--- config.mk ---
export PLATFORM = sky130hd
export DESIGN_NAME = branch_predictor_btb
export DESIGN_NICKNAME = d
export VERILOG_FILES = /design/src/rtl/cpu_types_pkg.sv /design/src/rtl/branch_predictor_btb_sat_counter.sv /design/src/rtl/branch_predictor_btb.sv
export SDC_FILE = /design/constraint.sdc
export NUM_CORES = 2
export LEC_CHECK = 0
export ABC_AREA = 1
export BUFFER_PORTS_ARGS = -buffer_cell sky130_fd_sc_hd__buf_2
export CORE_ASPECT_RATIO = 1.1
export CORE_MARGIN = 2
export CORE_UTILIZATION = 40
export CTS_BUF_LIST = sky130_fd_sc_hd__clkbuf_4
export CTS_CLUSTER_SIZE = 30
export DETAILED_ROUTE_END_ITERATION = 7
export GPL_ROUTABILITY_DRIVEN = 0
export MAX_ROUTING_LAYER = met4
export PLACE_DENSITY = 0.55
export SETUP_SLACK_MARGIN = 0.05
export SLEW_MARGIN = 20
export SYNTH_ARGS = -nofsm -noshare
export SYNTH_HDL_FRONTEND = slang
export SYNTH_HIERARCHICAL = 1
export SYNTH_SLANG_ARGS = --single-unit
--- constraint.sdc ---
create_clock -name CLK -period 35.7 [get_ports CLK]
set_input_delay 0 -clock CLK [delete_from_list [all_inputs] [get_ports CLK]]
set_output_delay 0 -clock CLK [all_outputs]
set_load 0.05 [all_outputs]
--- src/rtl/cpu_types_pkg.sv ---
// cpu_types_pkg: shared CPU word type and branch predictor defaults
package cpu_types_pkg;
  typedef logic [31:0] word_t;
  localparam int BP_ENTRIES_DEF = 8;
  localparam int BP_CTR_W_DEF = 2;
endpackage

--- src/rtl/branch_predictor_btb_sat_counter.sv ---
// sat_counter: saturating up/down counter with parallel load and async reset
module sat_counter #(
  parameter int W = 2,
  parameter logic [W-1:0] RST_VAL = '0
) (
  input  logic         clk,
  input  logic         rst,
  input  logic         i_inc,
  input  logic         i_dec,
  input  logic         i_load,
  input  logic [W-1:0] i_load_val,
  output logic [W-1:0] o_cnt
);
  logic [W-1:0] r_cnt;
  assign o_cnt = r_cnt;
  always_ff @(posedge clk or posedge rst)
    if (rst) r_cnt <= RST_VAL;
    else if (i_load) r_cnt <= i_load_val;
    else if (i_inc && r_cnt != '1) r_cnt <= r_cnt + 1'b1;
    else if (i_dec && r_cnt != '0) r_cnt <= r_cnt - 1'b1;
endmodule

--- src/rtl/branch_predictor_btb.sv ---
// branch_predictor_btb: direct-mapped BTB with per-entry saturating direction counters
module branch_predictor_btb import cpu_types_pkg::*; #(
  parameter int ENTRIES = BP_ENTRIES_DEF,
  parameter int CTR_W   = BP_CTR_W_DEF,
  parameter int STAT_W  = 16
) (
  input  logic              CLK,
  input  logic              RST,
  input  word_t             lookup_pc,
  output logic              hit,
  output logic              predict,
  output word_t             pred_target,
  input  logic              pc_en,
  input  logic              upd_en,
  input  word_t             upd_pc,
  input  logic              upd_taken,
  input  word_t             upd_target,
  input  logic              upd_pred,
  input  logic              flush,
  output logic [STAT_W-1:0] stat_mispred
);
  localparam int IDX_W = $clog2(ENTRIES);
  localparam int TAG_W = 30 - IDX_W;
  localparam logic [CTR_W-1:0] CTR_WT  = CTR_W'(1 << (CTR_W - 1));
  localparam logic [CTR_W-1:0] CTR_WNT = CTR_W'((1 << (CTR_W - 1)) - 1);
  logic              r_valid  [ENTRIES];
  logic [TAG_W-1:0]  r_tag    [ENTRIES];
  word_t             r_target [ENTRIES];
  logic [CTR_W-1:0]  w_cnt    [ENTRIES];
  logic [STAT_W-1:0] r_stat;
  logic [IDX_W-1:0]  w_lk_idx, w_up_idx;
  logic [TAG_W-1:0]  w_lk_tag, w_up_tag;
  logic              w_up_hit, w_commit, w_write, w_alloc, w_unused;
  assign w_lk_idx    = lookup_pc[IDX_W+1:2];
  assign w_lk_tag    = lookup_pc[31:IDX_W+2];
  assign w_up_idx    = upd_pc[IDX_W+1:2];
  assign w_up_tag    = upd_pc[31:IDX_W+2];
  assign w_unused    = &{1'b0, lookup_pc[1:0], upd_pc[1:0]};
  assign hit         = r_valid[w_lk_idx] && r_tag[w_lk_idx] == w_lk_tag;
  assign predict     = hit && w_cnt[w_lk_idx][CTR_W-1];
  assign pred_target = predict ? r_target[w_lk_idx] : lookup_pc + 32'd4;
  assign w_up_hit    = r_valid[w_up_idx] && r_tag[w_up_idx] == w_up_tag;
  assign w_commit    = upd_en && pc_en;
  // flush drops the table write but the mispredict is still counted
  assign w_write     = w_commit && !flush;
  assign w_alloc     = w_write && !w_up_hit && upd_taken;
  assign stat_mispred = r_stat;
  for (genvar i = 0; i < ENTRIES; i++) begin : g_ent
    logic w_sel;
    assign w_sel = w_up_idx == IDX_W'(i);
    sat_counter #(.W(CTR_W), .RST_VAL(CTR_WNT)) u_ctr (
      .clk(CLK),
      .rst(RST),
      .i_inc(w_write && w_sel && w_up_hit && upd_taken),
      .i_dec(w_write && w_sel && w_up_hit && !upd_taken),
      .i_load(w_alloc && w_sel),
      .i_load_val(CTR_WT),
      .o_cnt(w_cnt[i])
    );
  end
  always_ff @(posedge CLK or posedge RST)
    if (RST) begin
      for (int k = 0; k < ENTRIES; k++) begin
        r_valid[k]  <= 1'b0;
        r_tag[k]    <= '0;
        r_target[k] <= '0;
      end
      r_stat <= '0;
    end else begin
      if (w_commit && upd_pred != upd_taken && r_stat != '1) r_stat <= r_stat + 1'b1;
      if (flush) for (int k = 0; k < ENTRIES; k++) r_valid[k] <= 1'b0;
      else if (w_write && upd_taken) begin
        r_valid[w_up_idx]  <= 1'b1;
        r_tag[w_up_idx]    <= w_up_tag;
        r_target[w_up_idx] <= upd_target;
      end
    end
endmodule

==> impl_metrics.yaml <==
cells_and_area:
  multiInputGateArea_mm2: 0.01308
  final_cell_count_no_fill: 5254
  ff_latch_area_mm2: 0.01282
  nets: 4293
  fillCellCount: 7398
  final_cell_mix: "1,309 x nand2_1, 620 x o21ai_0, 504 x dfrtp_1"
  post-route-util_pct: 46.59
  area_delta_synth_final_pct: 15.62
  final_layout_size_suffix_gt1_share_pct: 11.50
  final_common_cell: "nand2_1"
pwr:
  ir_worst_vdd_mv: 0.02320
  swShare_pct: 32.43
  power.internal_mw: 1.045
  p_switching_uw: 501.5
  seqPwrFrac_pct: 45.8
  power_density_mw_per_mm2: 47.28
  p_leak_nw: 15.98
  combPwrFrac_pct: 17.4
  clkPwrFrac_pct: 36.8
timing:
  finalCritPeriodShare_pct: 12.43
  final.setup.tns_ns: 0
  fin_crit_ns: 4.439
  setup_viol: 0
  tightest_slew_ns: 1.069
  slew_headroom_pct: 28.71
  finalMaxSlewViolations: 0
  rsz0062_at_grt: "false"
  skew_ns: 0.07449
  hold_slack_ns: 0.1099
  finalHoldViolations: 0
  fmax_mhz: 225.3
global_routing:
  grt_pass1_vias: 26040
  overflow: 0
  antenna_found_initial: 15
  grt_max_degree: 120
  grt_use_total_pct: 27.89
  grt_pass1_wl_um: 153000
clocking:
  clockBufferDepth: 3
  cts_buffers: 146
  cts_setup_buffers: 0
  htreeDepth: 4
  cts_sinks: 512
  cts_resized: 0
  clk_latency_ns: 1.02
  cts_tree: "yes"
  clk_pin_slew_ns: 0.06
  root_buffer: "clkbuf_4"
run:
  maxCapViolations: 0
critical_path:
  worst-path-buf-inv: 5
  max_stage_delay_ns: 0.85
  path_delay_family: "simple AND/OR/NAND/NOR gates"
  cp-end-kind: "output port"
  slowest_stage: "buf_4"
  crit_type: "input pin to output port"
  cp_max_fo: 77
  critPathArrivalTime_ns: 4.44
  required_ns: 35.70
  cp-start-kind: "input pin"
  crit_top_cell: "nand2_1"
  worstPathCellList: "buf_8, buf_4, buf_4, nand2_1, nand3_1, nand3_1, nand3b_1, and2_1, nand2_1, nor2_1, nand3_1, inv_1, nand3_2, nand2_1, nand2_1, buf_2"
detailed_routing:
  drtAntennaViolNets: 0
  via_count: 27430
  drc: 0
  drt_first_pass_iters: 5
  wl_um: 98820
  via_per_inst: 5.220
  routedWlPerCell_um: 18.81
  drt_iter0_drc: 2557
die:
  coreArea_mm2: 0.07019
  die_y_um: 282.9
  ioPinCount: 153
  initial_core_util_pct: 40.30
  fp-row-count: 102
  die-area_mm2: 0.07286
  die_x_um: 257.5
run_status:
  outcome: "finished, final reports clean"
worst_hold_path:
  hold_path_class: "input pin to flop"
logic_synthesis:
  seq_area_frac_synth_pct: 45.33
  postSynthAreaPerCell_um2: 7.141
  yosysWarnings: 6
  synth_cell_type_count: 42
  synth_cells: 3961
  ys_ff_latch: 512
  mappedNetlistArea_mm2: 0.02829
placement:
  dpl.cell_count: 4853
  port_buffers: 150
  place_hpwl_um: 57820
-- flip-flops by register name, indices dropped and copies added (netlist names) --
register	count
r_target	256
r_tag	216
stat_mispred	16
g_ent.u_ctr/o_cnt	16
r_valid	8
-- worst min-delay path, delay by kind of cell --
kind                   cells  cell delay (ns)
AO/OA/AOI/OAI              1             0.18
buffers and inverters      3             0.87
-- cells in the mapped netlist, drive strengths merged --
cell / n / area (µm²)
a21oi: 51 / 255.2
a22oi: 16 / 120.1
clkbuf: 155 / 581.8
dfstp: 8 / 210.2
o221ai: 15 / 131.4
nor2: 265 / 1027
conb: 2 / 7.510
nand4: 52 / 325.3
nand3b: 14 / 105.1
o21ai: 653 / 3268
clkinv: 1 / 3.750
xor2: 38 / 332.8
o21a: 5 / 37.54
a32oi: 2 / 17.52
or2: 8 / 50.05
o211ai: 14 / 105.1
mux2: 1 / 11.26
nor4: 6 / 43.79
nand2: 1327 / 5006
buf: 87 / 519.3
and2: 2 / 12.51
xnor2: 6 / 52.55
inv: 371 / 1395
o2111ai: 2 / 17.52
dfrtp: 504 / 12610
nand3: 275 / 1431
a32o: 17 / 170.2
nor3: 26 / 185.2
ha: 2 / 25.02
o22ai: 36 / 225.2
-- stage by stage --
stage / worst slack [ns] / cell area (µm²) / power (mW)
5_1_grt: 31.07 / 32710 / 1.643
3_3_place_gp: 31.41 / 29520 / 0.9699
3_5_place_dp: 31.45 / 29520 / 0.9745
4_1_cts: 31.43 / 32670 / 1.560
2_1_floorplan: 21.85 / 28340 / 0.8948
6_report: 31.26 / 32710 / 1.546
-- power by group through the flow --
stage / logic (mW) / clock network (mW) / registers [mW]
2_1_floorplan: 0.182 / 0 / 0.712
3_3_place_gp: 0.255 / 0 / 0.715
4_1_cts: 0.270 / 0.584 / 0.706
5_1_grt: 0.308 / 0.617 / 0.717
3_5_place_dp: 0.259 / 0 / 0.716
6_report: 0.269 / 0.569 / 0.708
-- logic make-up after synthesis --
kind of cell    after synthesis  share of synthesized area, %
buf+inv                     614                         8.838
simple gates               1975                         28.94
flops                       512                         45.33
compound gates              811                         15.37
fa+ha+maj                     2                       0.08845
other cells                   2                       0.02655
xor+xnor                     44                         1.362
mux                           1                       0.03981
-- final cells by class --
| cell class | count | share of cell area, % |
|---|---|---|
| Inverter | 372 | 4.319 |
| Clock inverter | 42 | 0.7766 |
| Clock buffer | 222 | 5.096 |
| Multi-Input combinational cell | 2849 | 40.00 |
| Antenna cell | 14 | 0.1071 |
| Sequential cell | 512 | 39.21 |
| Timing Repair Buffer | 307 | 6.917 |
| Tap cell | 936 | 3.581 |
-- worst paths after layout --
kind,startpoint,end,slack (ns),depth (start not counted)
min in group asynchronous,RST,g_ent[4].u_ctr/o_cnt[1],0.29,4
max in group asynchronous,RST,r_target[123],32.81,6
hold / removal,upd_pc[18],r_tag[148],0.11,4
setup reg to reg,r_tag[14],g_ent[3].u_ctr/o_cnt[1],32.33,14
hold reg to reg,r_target[86],r_target[86],0.48,2
setup / recovery,lookup_pc[2],pred_target[26],31.26,16
-- timing repair --
item	CTS	global route
hold buffers	123	0
endpoints found under the hold margin	635	0
setup endpoints to repair	0	0
-- metal layers --
metal | GRT usage [%] | share of wire (%) | vias up
li1 | - | - | 13350
met1 | 37.41 | 45 | 13040
met2 | 42.93 | 46 | 904
met3 | 5.001 | 7.2 | 140
met4 | 8.685 | 2.2 | 0
met5 | - | 0 | -
Note: power is estimated with default switching activity, not from simulation.
